## config.mk

```make
export PLATFORM = sky130hd
export DESIGN_NAME = fifo_byte_drain
export DESIGN_NICKNAME = d
export VERILOG_FILES = /design/src/rtl/fifo_byte_drain.sv
export SDC_FILE = /design/constraint.sdc
export NUM_CORES = 1
export LEC_CHECK = 0
export ABC_AREA = 1
export CAP_MARGIN = 20
export CORE_AREA = 2 2 73 75
export DETAILED_ROUTE_END_ITERATION = 10
export DIE_AREA = 0 0 75 77
export PLACE_DENSITY = 0.69
export SYNTH_ARGS = -nofsm -noshare
export SYNTH_HDL_FRONTEND = slang
export SYNTH_SLANG_ARGS = --single-unit
export TNS_END_PERCENT = 100
```

## constraint.sdc

```tcl
create_clock -name clk -period 4.6 [get_ports clk]
set_input_delay 0.92 -clock clk [delete_from_list [all_inputs] [get_ports clk]]
set_output_delay 0.92 -clock clk [all_outputs]
set_load 0.005 [all_outputs]
```

## src/rtl/fifo_byte_drain.sv

```systemverilog
// rtl/fifo_byte_drain.sv - drains a burst of FIFO words into an MSB-first byte stream with an order check
module fifo_byte_drain #(
    parameter int W         = 16,
    parameter int BURST_LEN = 256,
    parameter int CNT_W     = 9
) (
    input  logic         clk,
    input  logic         rst,
    input  logic         start,
    output logic         busy,
    output logic         r_trigger,
    input  logic [W-1:0] r_data,
    input  logic         r_ready,
    output logic [7:0]   o_data,
    output logic         o_valid,
    input  logic         o_ready,
    output logic         o_last,
    output logic         done,
    output logic         seq_err
);

    localparam int NB   = W / 8;
    localparam int BI_W = (NB > 1) ? $clog2(NB) : 1;
    localparam logic [CNT_W-1:0] LAST_WORD = CNT_W'(BURST_LEN - 1);
    localparam logic [BI_W-1:0]  LAST_BYTE = BI_W'(NB - 1);

    typedef enum logic [1:0] {IDLE, FETCH, SHIFT, DONE} state_t;

    state_t          state_q, state_d;
    logic [CNT_W-1:0] word_cnt_q, word_cnt_d;
    logic [BI_W-1:0]  byte_idx_q, byte_idx_d;
    logic [W-1:0]     shift_q, shift_d;
    logic [W-1:0]     last_word_q, last_word_d;
    logic             have_last_q, have_last_d;
    logic             seq_err_q, seq_err_d;
    logic             busy_q, busy_d;
    logic             r_trigger_q, r_trigger_d;
    logic [7:0]       o_data_q, o_data_d;
    logic             o_valid_q, o_valid_d;
    logic             o_last_q, o_last_d;
    logic             done_q, done_d;

    logic             word_last;
    logic [BI_W-1:0]  next_idx;

    // Byte idx of a word counted from the MSB end.
    function automatic logic [7:0] pick_byte(input logic [W-1:0] w, input logic [BI_W-1:0] idx);
        return 8'(w >> (8 * (NB - 1 - int'(idx))));
    endfunction

    assign word_last = (word_cnt_q == LAST_WORD);
    assign next_idx  = byte_idx_q + BI_W'(1);

    always_comb begin
        state_d     = state_q;
        word_cnt_d  = word_cnt_q;
        byte_idx_d  = byte_idx_q;
        shift_d     = shift_q;
        last_word_d = last_word_q;
        have_last_d = have_last_q;
        seq_err_d   = seq_err_q;
        busy_d      = busy_q;
        r_trigger_d = r_trigger_q;
        o_data_d    = o_data_q;
        o_valid_d   = o_valid_q;
        o_last_d    = o_last_q;
        done_d      = 1'b0;
        case (state_q)
            IDLE: begin
                if (start) begin
                    state_d     = FETCH;
                    word_cnt_d  = '0;
                    busy_d      = 1'b1;
                    r_trigger_d = 1'b1;
                end
            end
            FETCH: begin
                if (r_ready && r_trigger_q) begin
                    if (have_last_q && (r_data < last_word_q)) begin
                        seq_err_d = 1'b1;
                    end
                    last_word_d = r_data;
                    have_last_d = 1'b1;
                    shift_d     = r_data;
                    byte_idx_d  = '0;
                    r_trigger_d = 1'b0;
                    o_valid_d   = 1'b1;
                    o_data_d    = pick_byte(r_data, '0);
                    o_last_d    = 1'b0;
                    state_d     = SHIFT;
                end
            end
            SHIFT: begin
                if (o_valid_q && o_ready) begin
                    if (byte_idx_q != LAST_BYTE) begin
                        byte_idx_d = next_idx;
                        o_data_d   = pick_byte(shift_q, next_idx);
                        o_last_d   = word_last && (next_idx == LAST_BYTE);
                    end else begin
                        o_valid_d = 1'b0;
                        o_last_d  = 1'b0;
                        if (word_last) begin
                            done_d  = 1'b1;
                            state_d = DONE;
                        end else begin
                            word_cnt_d  = word_cnt_q + CNT_W'(1);
                            r_trigger_d = 1'b1;
                            state_d     = FETCH;
                        end
                    end
                end
            end
            DONE: begin
                busy_d  = 1'b0;
                state_d = IDLE;
            end
            default: state_d = IDLE;
        endcase
    end

    always_ff @(posedge clk or posedge rst) begin
        if (rst) begin
            state_q     <= IDLE;
            word_cnt_q  <= '0;
            byte_idx_q  <= '0;
            shift_q     <= '0;
            last_word_q <= '0;
            have_last_q <= 1'b0;
            seq_err_q   <= 1'b0;
            busy_q      <= 1'b0;
            r_trigger_q <= 1'b0;
            o_data_q    <= '0;
            o_valid_q   <= 1'b0;
            o_last_q    <= 1'b0;
            done_q      <= 1'b0;
        end else begin
            state_q     <= state_d;
            word_cnt_q  <= word_cnt_d;
            byte_idx_q  <= byte_idx_d;
            shift_q     <= shift_d;
            last_word_q <= last_word_d;
            have_last_q <= have_last_d;
            seq_err_q   <= seq_err_d;
            busy_q      <= busy_d;
            r_trigger_q <= r_trigger_d;
            o_data_q    <= o_data_d;
            o_valid_q   <= o_valid_d;
            o_last_q    <= o_last_d;
            done_q      <= done_d;
        end
    end

    assign busy      = busy_q;
    assign r_trigger = r_trigger_q;
    assign o_data    = o_data_q;
    assign o_valid   = o_valid_q;
    assign o_last    = o_last_q;
    assign done      = done_q;
    assign seq_err   = seq_err_q;

endmodule

```

# Yosys cells after proc, flatten, opt, wreduce, memory -nomap -nowiden

Cells that the tools add are included.

Flip-flop bits (word level): 43
Word-level logic and storage cells: 81

Add/sub/neg operators: 3
Order comparisons: 1
Eq/ne operators: 10
Shifts and indexed selects: 1
Muxes and demuxes: 36
Reductions and logical operators: 18

Operator list:

| kind                                                | number |
|---|---|
| two-way mux 9 bit                                   | 4 |
| >> shifter 16 x 32 -> 8 bit                         | 1 |
| two-way mux 8 bit                                   | 3 |
| case mux 9 bit (2 select lines)                     | 1 |
| less-than comparator 16 bit                         | 1 |
| two-way mux 1 bit                                   | 16 |
| case mux 8 bit (2 select lines)                     | 1 |
| != test 2 bit, second input constant                | 6 |
| AND reduction 4 bit                                 | 3 |
| two-way mux 2 bit                                   | 5 |
| adder 9 x 1 -> 9 bit, second input constant         | 1 |
| equality test 9 x 8 -> 1 bit, second input constant | 1 |
| case mux 1 bit (2 select lines)                     | 4 |
| case mux 2 bit (4 select lines)                     | 1 |
| AND reduction 3 bit                                 | 2 |
| AND reduction 6 bit                                 | 1 |
| nonzero test 2 bit                                  | 3 |
| AND reduction 5 bit                                 | 1 |
| equality test 2 bit, second input constant          | 2 |
| logical AND 1 bit                                   | 4 |
| AND reduction 2 bit                                 | 2 |
| case mux 1 bit (3 select lines)                     | 1 |
| nonzero test 3 bit                                  | 1 |
| equality test 2 x 1 -> 1 bit, second input constant | 1 |
| other kinds (3)                                     | 3 |

# Depth between registers and ports, before layout

Gate-level depths: netlist of run 1.

Depth after elaboration: 6
Gate-level depth with buffers: 15
Gate-level depth less buffers: 14

# Worst setup path after synthesis of run 1

No wires, ideal clock.

Path type: register -> register
Start: register word_cnt_q[0]
End: register word_cnt_q[8]
Library setup time: 0.117 ns
Data arrival time: 1.701 ns
Path slack: 2.782 ns
Stages on the path, launching flop included: 16
Buffers on the path: 1
Clock period less this slack: 1.818 ns
Cells stage by stage: dfrtp_1 > ha_1 > nand2_1 > inv_1 > nand3_1 > nor3_1 > ha_1 > inv_1 > nor2_2 > inv_2 > nand2_2 > nor2_4 > inv_4 > buf_6 > nand2_1 > o21ai_2

Cells in the longest elaborated chain, start to end: 5
Elaborated cells on any way between the ends: 8
Classes of those cells: 1 x add/sub; 2 x eq/ne; 4 x mux; 1 x reduce/logical

RTL lines:

| item                            | RTL line | text |
|---|---|---|
| from (decl)                     | 30       | `logic [CNT_W-1:0] word_cnt_q, word_cnt_d;` |
| from (signal assigned)          | 138      | `word_cnt_q <= word_cnt_d;` |
| adder 9 x 1 -> 9 bit            | 106      | `word_cnt_d = word_cnt_q + CNT_W'(1);` |
| two-way mux 9 bit               | 102      | `if (word_last) begin` |
| two-way mux 9 bit               | 95       | `if (byte_idx_q != LAST_BYTE) begin` |
| two-way mux 9 bit               | 94       | `if (o_valid_q && o_ready) begin` |
| case mux 9 bit (2 select lines) | 68       | `case (state_q)` |

Parallel ways exist; a longest one is shown, timed or not. The select of a mux whose other input is x is not followed.
A chain may end at the register's enable or synchronous reset.

# Worst setup path after layout of run 1

Start: input port r_ready
End: register o_last_q (netlist: o_last)

Cells in the longest elaborated chain, start to end: 3

RTL lines:

| item                          | RTL line | text |
|---|---|---|
| from (decl)                   | 13       | `input logic r_ready,` |
| logical AND 1 bit             | 78       | `if (r_ready && r_trigger_q) begin` |
| != test 2 bit (no line)       | n/a      |  |
| AND reduction 3 bit (no line) | n/a      |  |
| to (signal assigned)          | 148      | `o_last_q <= o_last_d;` |
| to (decl)                     | 40       | `logic o_last_q, o_last_d;` |

No other way between the ends.

==> reports/qor.yml, run 1 <==
gp_congestion: 0.8043
post_cts_resized: 0
final-seq-area_um2: 1076
startpoint: "r_ready"
startpoint_type: "input port"
path_clk_slew_ns: 0.08
finalCritPeriodShare_pct: 51.76
drv_slew: 0
worstSetupPathType: "input port to register"
rows: 26
min_period_ns: 2.381
die_h_um: 77
antenna_found_initial: 0
synth.yosys.warnings: 0
leakagePower_nw: 1.380
power_density_nw_per_um2: 590.9
timing.fmax_mhz: 420.0
grt_max_degree: 44
final_area_um2: 2904
reg2reg_depth: 14
tritoncts: "yes"
dp_hpwl_mm: 3.566
final_util_pct: 58.35
irDropWorstVdd_mv: 0.2355
ys_ff_latch: 43
critPathCaptureType: "register"
multiInputGateArea_um2: 1115
maxCapViolCount: 0
worst_pin_slew_ns: 0.5817
grt_pass1_vias: 1830
hold_path.class: "register to register"
diodes: 0
hold_viol_final: 0
worst-path-stages: 8
io_pins: 35
drtAntennaViolNets: 0
r2r_start: "word_cnt_q[0]$_DFFE_PP0P_"
syn2layout_area_growth_pct: 21.07
first_pass_iters: 4
netlist_area_um2: 2399
syn_avg_cell_area_um2: 8.131
finalWirelength_mm: 4.842
status: "complete, no violations"
crit_family: "buffers and inverters"
cp_max_fo: 18
crit_required_ns: 4.83
core_um2: 4977
slew_headroom_pct: 61.18
vias: 1965
drc_errors: 0
rsz0062_at_grt: "false"
start_util_pct: 48.19
initialDrtViolationCount: 110
fin_skew_ns: 0.009783
crit_end: "o_last$_DFFE_PP0P_"
die_x_um: 75
wl_per_cell_um: 12.11
synth.distinct_cells: 27
critPathBufInv: 3
grt_pass1_wl_mm: 8.369
synth_cells: 295
max_stage_delay_ns: 0.48
syn_nets: 333
final.setup.tns_ns: 0
die_area_um2: 5775
reg2reg_to: "word_cnt_q[8]$_DFFE_PP0P_"
drive_gt1_share_pct: 8.182
htreeDepth: 2
gr-total-overflow: 0
final_nets: 367
min_from: "have_last_q$_DFFE_PP0P_"
fillerInstances: 481
reg2reg_slack_ns: 2.61
numCtsBuffers: 5
cts-root-buf: "clkbuf_8"
via_per_inst: 4.913
yosysSeqAreaShare_pct: 44.86
cts.sinks: 43
clockBufferDepth: 2
final_cell_mix: "nand2_1, dfrtp_1, inv_1, clkdlybuf4s50_1, o21ai_0"
cpMostUsedCell: "nand2_1"
grt_usage_pct: 18.87
setup-violations-final: 0
final_common_cell: "nand2_1"
cts_hold_buf: 0
port_buffers: 34
cp_data_arrival_time_ns: 2.61
cts_setup_buffers: 0
worstPathCellList: "clkdlybuf4s50_1 > nand2_1 > nor2_2 > buf_4 > inv_1 > nand2_1 > nor2_1 > a21oi_1"
cpMaxStageDelayCell: "nor2_2"
clk_latency_ns: 0.31
place_area_um2: 2786
[state kept, by name, indices dropped and copies added (netlist names), 2 cells and up]
name         flops
state_q          2
last_word_q     16
word_cnt_q       9
o_data           8
[logic make-up (layout without fill, tap and decap cells)]
family	Yosys count	in the layout	share of synthesized area (%)
AOI/OAI and AO/OA	59	59	14.19
xor gates and xnor gates	2	2	0.7304
and+or+nand+nor	125	125	22.69
adders and majority gates	17	17	8.868
DFF	43	43	44.86
buffers and inverters	49	84	8.659
[worst min-delay path, stage by stage (launching register included)]
cell and delay, ns:
dfrtp_1 0.33, inv_1 0.05, nand2_1 0.06
[area by class of cell]
cell class	count	share of cell area, %
repair buffers	36	12.24
clock inverters	2	1.206
clock buffers	6	2.844
inverters	40	5.256
flip-flops and latches	43	37.05
well taps	70	3.016
multi-input cells	203	38.39
[report_power, final]
part	switching (mW)	total (mW)	internal [mW]
Combinational	0.454	0.777	0.323
Sequential	0.102	0.626	0.524
Clock	0.138	0.314	0.176
[per-stage QoR]
step                hold WS [ns]  cells  power, mW  setup WS (ns)
global route              0.4850    400      1.882          2.096
finish                    0.4636    400      1.716          2.219
detailed placement        0.4478    392      1.416          1.919
global placement          0.4400    392      1.394          1.949
floorplan                 0.4223    295      1.182          2.677
CTS                       0.4673    400      1.734          2.222
[synthesized netlist by cell type (all sizes together)]
master  number  share of area, %
nand2       79                13
dfrtp       43                45
inv         40               6.4
o21ai       33               7.7
nor2        22               4.3
ha          17               8.9
a21oi       15               3.6
nand3       14               2.9
a31oi        9               2.3
buf          7               2.0
nor3         5               1.0
nand4        3               1.0
clkbuf       2              0.31
nand3b       2              0.63
xor2         2              0.73
a211oi       1              0.31
o22ai        1              0.26
[worst min path at each step]
stage / to / slack [ns] / cells past startpoint
6_report: have_last_q$_DFFE_PP0P_ / 0.46 / 2
5_1_grt: have_last_q$_DFFE_PP0P_ / 0.48 / 2
4_1_cts: have_last_q$_DFFE_PP0P_ / 0.47 / 2
3_5_place_dp: have_last_q$_DFFE_PP0P_ / 0.45 / 2
3_3_place_gp: have_last_q$_DFFE_PP0P_ / 0.44 / 2
2_1_floorplan: have_last_q$_DFFE_PP0P_ / 0.42 / 2
[layer usage]
layer  GRT usage [%]  routed length [um]  part of all wire (%)
met1           25.53                2290                    47
met2           29.39                2342                    48
met3           5.125                 144                   3.0
met4           5.357                  63                   1.3
met5               0                   0                     0
Note: power is estimated with default switching activity, not from simulation.
==> run 2: changes to the inputs <==
==> constraint.sdc (replaced) <==
create_clock -name clk -period 2.32 [get_ports clk]
set_input_delay 0.464 -clock clk [delete_from_list [all_inputs] [get_ports clk]]
set_output_delay 0.464 -clock clk [all_outputs]
set_load 0.005 [all_outputs]
==> run 2 against run 1 <==
Against the previous run: clock power grew 51%; sequential power is 98% higher; critical path type is now register to register; largest cell class unchanged; sequential share of layout area grew 0.27 points; register-to-register slack worse by 2.2 ns; highest routed layer unchanged.
==> reports/qor.yml, run 2 (synthesized netlist as in run 1, its figures left out) <==
htreeDepth: 2
internal-power_mw: 1.885
cts-root-buf: "clkbuf_8"
critPathCaptureType: "register"
worst_pin_slew_ns: 0.5282
top_register: "last_word_q"
clockBufferDepth: 2
gr-total-overflow: 0
finalHoldWorstSlack_ns: 0.4673
timing.fmax_mhz: 512.8
path_clk_slew_ns: 0.09
reg2reg_to: "word_cnt_q[0]$_DFFE_PP0P_"
r2r_start: "word_cnt_q[0]$_DFFE_PP0P_"
initialDrtViolationCount: 72
gp_congestion: 0.8338
clockPowerShare_pct: 14.7
final_cell_mix: "nand2_1, dfrtp_1, inv_1, clkdlybuf4s50_1, o21ai_0"
irDropWorstVdd_mv: 0.5047
total_power_mw: 3.237
final_nets: 368
die_h_um: 77
share_seq_of_total_power_pct: 38.3
power_density_nw_per_um2: 1123
dpl.cell_count: 393
cp_data_arrival_time_ns: 2.13
hold_path.class: "register to register"
fillerInstances: 469
core_um2: 4977
final-seq-area_um2: 1076
cp_max_fo: 14
status: "complete, no violations"
dp_hpwl_mm: 3.581
finalWirelength_mm: 4.722
netSwitchingFraction_pct: 41.77
first_pass_iters: 4
maxCapViolCount: 0
worst-path-stages: 14
final_common_cell: "nand2_1"
io_pins: 35
drv_slew: 0
startpoint: "word_cnt_q[0]$_DFFE_PP0P_"
cpMaxStageDelayCell: "dfrtp_1"
die_x_um: 75
crit_end: "word_cnt_q[0]$_DFFE_PP0P_"
rows: 26
setup-violations-final: 0
start_util_pct: 48.19
grt_max_degree: 33
diodes: 0
vias: 1997
fin_cells: 401
worstPathCellList: "ha_1 > nand2_1 > inv_1 > nand3_1 > nor3_1 > ha_1 > inv_1 > nor2_2 > inv_2 > nand2_2 > nor2_4 > inv_4 > nand2_1 > o21ai_0"
max_stage_delay_ns: 0.41
crit_family: "simple AND/OR/NAND/NOR gates"
cts_hold_buf: 0
grt_pass1_vias: 1863
drive_gt1_share_pct: 8.459
cts_setup_buffers: 0
crit_required_ns: 2.50
drc_errors: 0
via_per_inst: 4.980
rsz0062_at_grt: "false"
wl_per_cell_um: 11.78
reg2reg_depth: 14
post_cts_resized: 0
drtAntennaViolNets: 0
grt_pass1_wl_mm: 8.231
startpoint_type: "register"
slew_headroom_pct: 64.79
leakagePower_nw: 1.364
numCtsBuffers: 5
min_period_ns: 1.950
hold_viol_final: 0
largest_reg_flops: 16
finalCritPeriodShare_pct: 84.05
final.setup.tns_ns: 0
reg2reg_slack_ns: 0.37
p_comb_share_pct: 47.0
syn2layout_area_growth_pct: 20.19
fin_skew_ns: 0.008935
power.switching_mw: 1.352
multiInputGateArea_um2: 1115
antenna_found_initial: 0
die_area_um2: 5775
port_buffers: 34
grt_usage_pct: 18.32
worstSetupPathType: "register to register"
clk_latency_ns: 0.30
tritoncts: "yes"
critPathBufInv: 4
cts.sinks: 43
run 2: changes by cell type in the layout (fill, tap and decap cells not counted):
| cell | change |
|---|---|
| buf_4 | +1 |
| bufinv_16 | -1 |
| clkbuf_8 | -1 |
| clkinvlp_4 | +2 |
run 2: area by class of cell:
| class | instances | area share [%] |
|---|---|---|
| Multi-Input combinational cell | 203 | 38.67 |
| Sequential cell | 43 | 37.33 |
| Timing Repair Buffer | 37 | 12.59 |
| Inverter | 40 | 5.295 |
| Tap cell | 70 | 3.038 |
| Clock buffer | 5 | 2.387 |
| Clock inverter | 3 | 0.6944 |
run 2: stage by stage:
| stage | utilization (%) | setup WS (ns) | area (um^2) |
|---|---|---|---|
| global route | 57.92 | 0.1473 | 2883 |
| global placement | 56.13 | 0.3812 | 2794 |
| floorplan | - | 0.5016 | 2399 |
| CTS | 57.92 | 0.3488 | 2883 |
| finish | 57.92 | 0.3700 | 2883 |
| detailed placement | 56.13 | 0.3680 | 2794 |
run 2: worst min path at each step:
stage	startpoint	end	slack (ns)	cells after the start
floorplan	have_last_q$_DFFE_PP0P_	have_last_q$_DFFE_PP0P_	0.42	2
global placement	have_last_q$_DFFE_PP0P_	have_last_q$_DFFE_PP0P_	0.45	2
detailed placement	have_last_q$_DFFE_PP0P_	have_last_q$_DFFE_PP0P_	0.45	2
CTS	have_last_q$_DFFE_PP0P_	have_last_q$_DFFE_PP0P_	0.47	2
global route	have_last_q$_DFFE_PP0P_	have_last_q$_DFFE_PP0P_	0.50	2
finish	have_last_q$_DFFE_PP0P_	have_last_q$_DFFE_PP0P_	0.47	2
run 2: routing by layer:
layer  wire, um  global-route usage (%)
met4         53                   5.000
met3        188                   5.519
met1       2114                   23.12
met5          0                       0
met2       2366                   30.00
run 2: power by group through the flow:
| stage | sequential (mW) | combinational [mW] | clock [mW] |
|---|---|---|---|
| after floorplan | 1.18 | 1.16 | 0 |
| after global placement | 1.25 | 1.51 | 0 |
| after detailed placement | 1.26 | 1.55 | 0 |
| after CTS | 1.24 | 1.55 | 0.487 |
| after global routing | 1.28 | 1.76 | 0.519 |
| final | 1.24 | 1.52 | 0.475 |
run 2: worst reg2reg max path, stage by stage, from the launching register on:
cell and delay, ns:
dfrtp_1 0.41, ha_1 0.24, nand2_1 0.07, inv_1 0.06
nand3_1 0.10, nor3_1 0.06, ha_1 0.18, inv_1 0.08
nor2_2 0.06, inv_2 0.08, nand2_2 0.06, nor2_4 0.19
inv_4 0.11, nand2_1 0.07, o21ai_0 0.07
==> run 3: changes to the inputs <==
==> constraint.sdc (replaced) <==
create_clock -name clk -period 2 [get_ports clk]
set_input_delay 0.4 -clock clk [delete_from_list [all_inputs] [get_ports clk]]
set_output_delay 0.4 -clock clk [all_outputs]
set_load 0.005 [all_outputs]
==> run 3 against run 2 <==
Against the previous run: worst hold slack got worse by 0.012 ns; final area increased by 3.9%; count of clock-buffer cells in the layout increased by 3; clock power increased by 26%; clock skew decreased by 0.0018 ns; utilization increased by 2.3 points; routed wire length decreased by 0.34%; power increased by 24%; largest power group unchanged; first-iteration DRC count decreased by 4.2%; fmax increased by 5.5%.
==> reports/qor.yml, run 3 (synthesized netlist as in run 1, its figures left out) <==
path_clk_slew_ns: 0.08
cpMaxStageDelayCell: "dfrtp_1"
reg2reg_depth: 14
hold_end: "have_last_q$_DFFE_PP0P_"
gr-total-overflow: 0
clockBufferDepth: 2
final_common_cell: "nand2_1"
post-place-ws_ns: 0.08350
worstSetupPathType: "register to register"
max_stage_delay_ns: 0.39
place_area_um2: 2854
via_per_inst: 4.919
cp_max_fo: 4
start_util_pct: 48.19
reg2reg_slack_ns: 0.15
min_from: "have_last_q$_DFFE_PP0P_"
cts.sinks: 43
slew_headroom_pct: 78.45
critPathCaptureType: "register"
grt_pass1_vias: 1793
dp_hpwl_mm: 3.539
crit_required_ns: 2.18
rows: 26
diodes: 0
grt_max_degree: 44
fin_cells: 406
grt_pass1_wl_mm: 7.962
reg2reg_to: "word_cnt_q[1]$_DFFE_PP0P_"
final_cell_mix: "nand2_1, dfrtp_1, inv_1, clkdlybuf4s50_1, o21ai_0"
drv_slew: 0
min_period_ns: 1.849
die_x_um: 75
power_density_nw_per_um2: 1336
crit_family: "simple AND/OR/NAND/NOR gates"
cts_hold_buf: 0
gp_congestion: 0.8370
setup_ws_ns: 0.1513
drc_errors: 0
cts-root-buf: "clkbuf_8"
worst_pin_slew_ns: 0.3225
drive_gt1_share_pct: 10.71
grt_usage_pct: 17.90
hold_viol_final: 0
min_path_cells: 2
critPathBufInv: 4
rsz0062_at_grt: "false"
fin_skew_ns: 0.007100
die_area_um2: 5775
setup-violations-final: 0
finalWirelength_mm: 4.706
top_register: "last_word_q"
vias: 1997
htreeDepth: 2
drtAntennaViolNets: 0
worstPathCellList: "ha_2 > nand2_1 > inv_2 > nand3_2 > nor3_2 > ha_1 > inv_1 > nor2_2 > inv_2 > nand2_2 > nor2_4 > buf_12 > nand3_1 > nand2_1"
syn2layout_area_growth_pct: 24.93
die_h_um: 77
timing.fmax_mhz: 540.9
final.setup.tns_ns: 0
clk_latency_ns: 0.30
r2r_start: "word_cnt_q[0]$_DFFE_PP0P_"
finalCritPeriodShare_pct: 92.43
hold_path.class: "register to register"
startpoint_type: "register"
tritoncts: "yes"
antenna_found_initial: 0
total_power_mw: 4.005
io_pins: 35
cp_data_arrival_time_ns: 2.03
wl_per_cell_um: 11.59
initialDrtViolationCount: 69
first_pass_iters: 4
numCtsBuffers: 5
dpl.cell_count: 396
leakagePower_nw: 1.411
final_area_um2: 2997
port_buffers: 34
core_um2: 4977
fillerInstances: 457
maxCapViolCount: 0
largest_reg_flops: 16
irDropWorstVdd_mv: 0.6374
status: "complete, no violations"
final_nets: 373
==> run 3: cell types whose count changed in the layout (fill, tap and decap cells not counted), sizes merged <==
cell / change
clkinv: -1
clkinvlp: -2
buf: +5
clkbuf: +3
==> run 3: timing repair <==
item / 4_1_cts / 5_1_grt
setup buffers: 0 / 2
setup endpoints to repair: 0 / 11
resized for setup: 0 / 6
==> run 3: metal layers <==
metal	GRT usage [%]	vias to the layer above	share of wire, %
li1	-	1043	-
met1	22.64	920	45
met2	29.56	28	50
met3	4.599	6	3.0
met4	5.357	0	1.2
met5	0	-	0
==> run 3: worst max-delay path by stage <==
stage | startpoint | slack, ns | depth (start not counted) | to
finish | word_cnt_q[0]$_DFFE_PP0P_ | 0.15 | 14 | word_cnt_q[1]$_DFFE_PP0P_
detailed placement | word_cnt_q[0]$_DFFE_PP0P_ | 0.08 | 14 | word_cnt_q[0]$_DFFE_PP0P_
global route | word_cnt_q[0]$_DFFE_PP0P_ | 0.02 | 14 | word_cnt_q[1]$_DFFE_PP0P_
global placement | word_cnt_q[0]$_DFFE_PP0P_ | 0.13 | 14 | word_cnt_q[0]$_DFFE_PP0P_
CTS | word_cnt_q[0]$_DFFE_PP0P_ | 0.07 | 14 | word_cnt_q[0]$_DFFE_PP0P_
floorplan | word_cnt_q[0]$_DFFE_PP0P_ | 0.18 | 15 | word_cnt_q[8]$_DFFE_PP0P_
==> run 3: per-stage QoR <==
| stage | util (%) | hold WS (ns) |
|---|---|---|
| after CTS | 59.35 | 0.4632 |
| final | 60.21 | 0.4554 |
| after floorplan | - | 0.4223 |
| after global placement | 57.34 | 0.4389 |
| after detailed placement | 57.34 | 0.4439 |
| after global routing | 60.21 | 0.4790 |
==> run 3: final cells by class <==
class,count,area [um^2],area share [%]
Sequential cell,43,1076,35.91
Multi-Input combinational cell,203,1127,37.62
Clock buffer,8,100.1,3.340
Tap cell,70,87.58,2.923
Inverter,40,155.1,5.177
Timing Repair Buffer,42,450.4,15.03
==> run 3: where the power goes <==
part           internal [mW]  switching [mW]  total, mW  leakage [nW]
clock network          0.315           0.285      0.600        0.0515
registers               1.21           0.188       1.39         0.519
logic                  0.898            1.11       2.01         0.840
==> run 3: worst reg2reg max path, stage by stage (launching register included) <==
cell and delay [ns]:
dfrtp_1 0.39, ha_2 0.19, nand2_1 0.06, inv_2 0.08, nand3_2 0.09, nor3_2 0.18
ha_1 0.17, inv_1 0.05, nor2_2 0.13, inv_2 0.06, nand2_2 0.07, nor2_4 0.06
buf_12 0.13, nand3_1 0.05, nand2_1 0.05
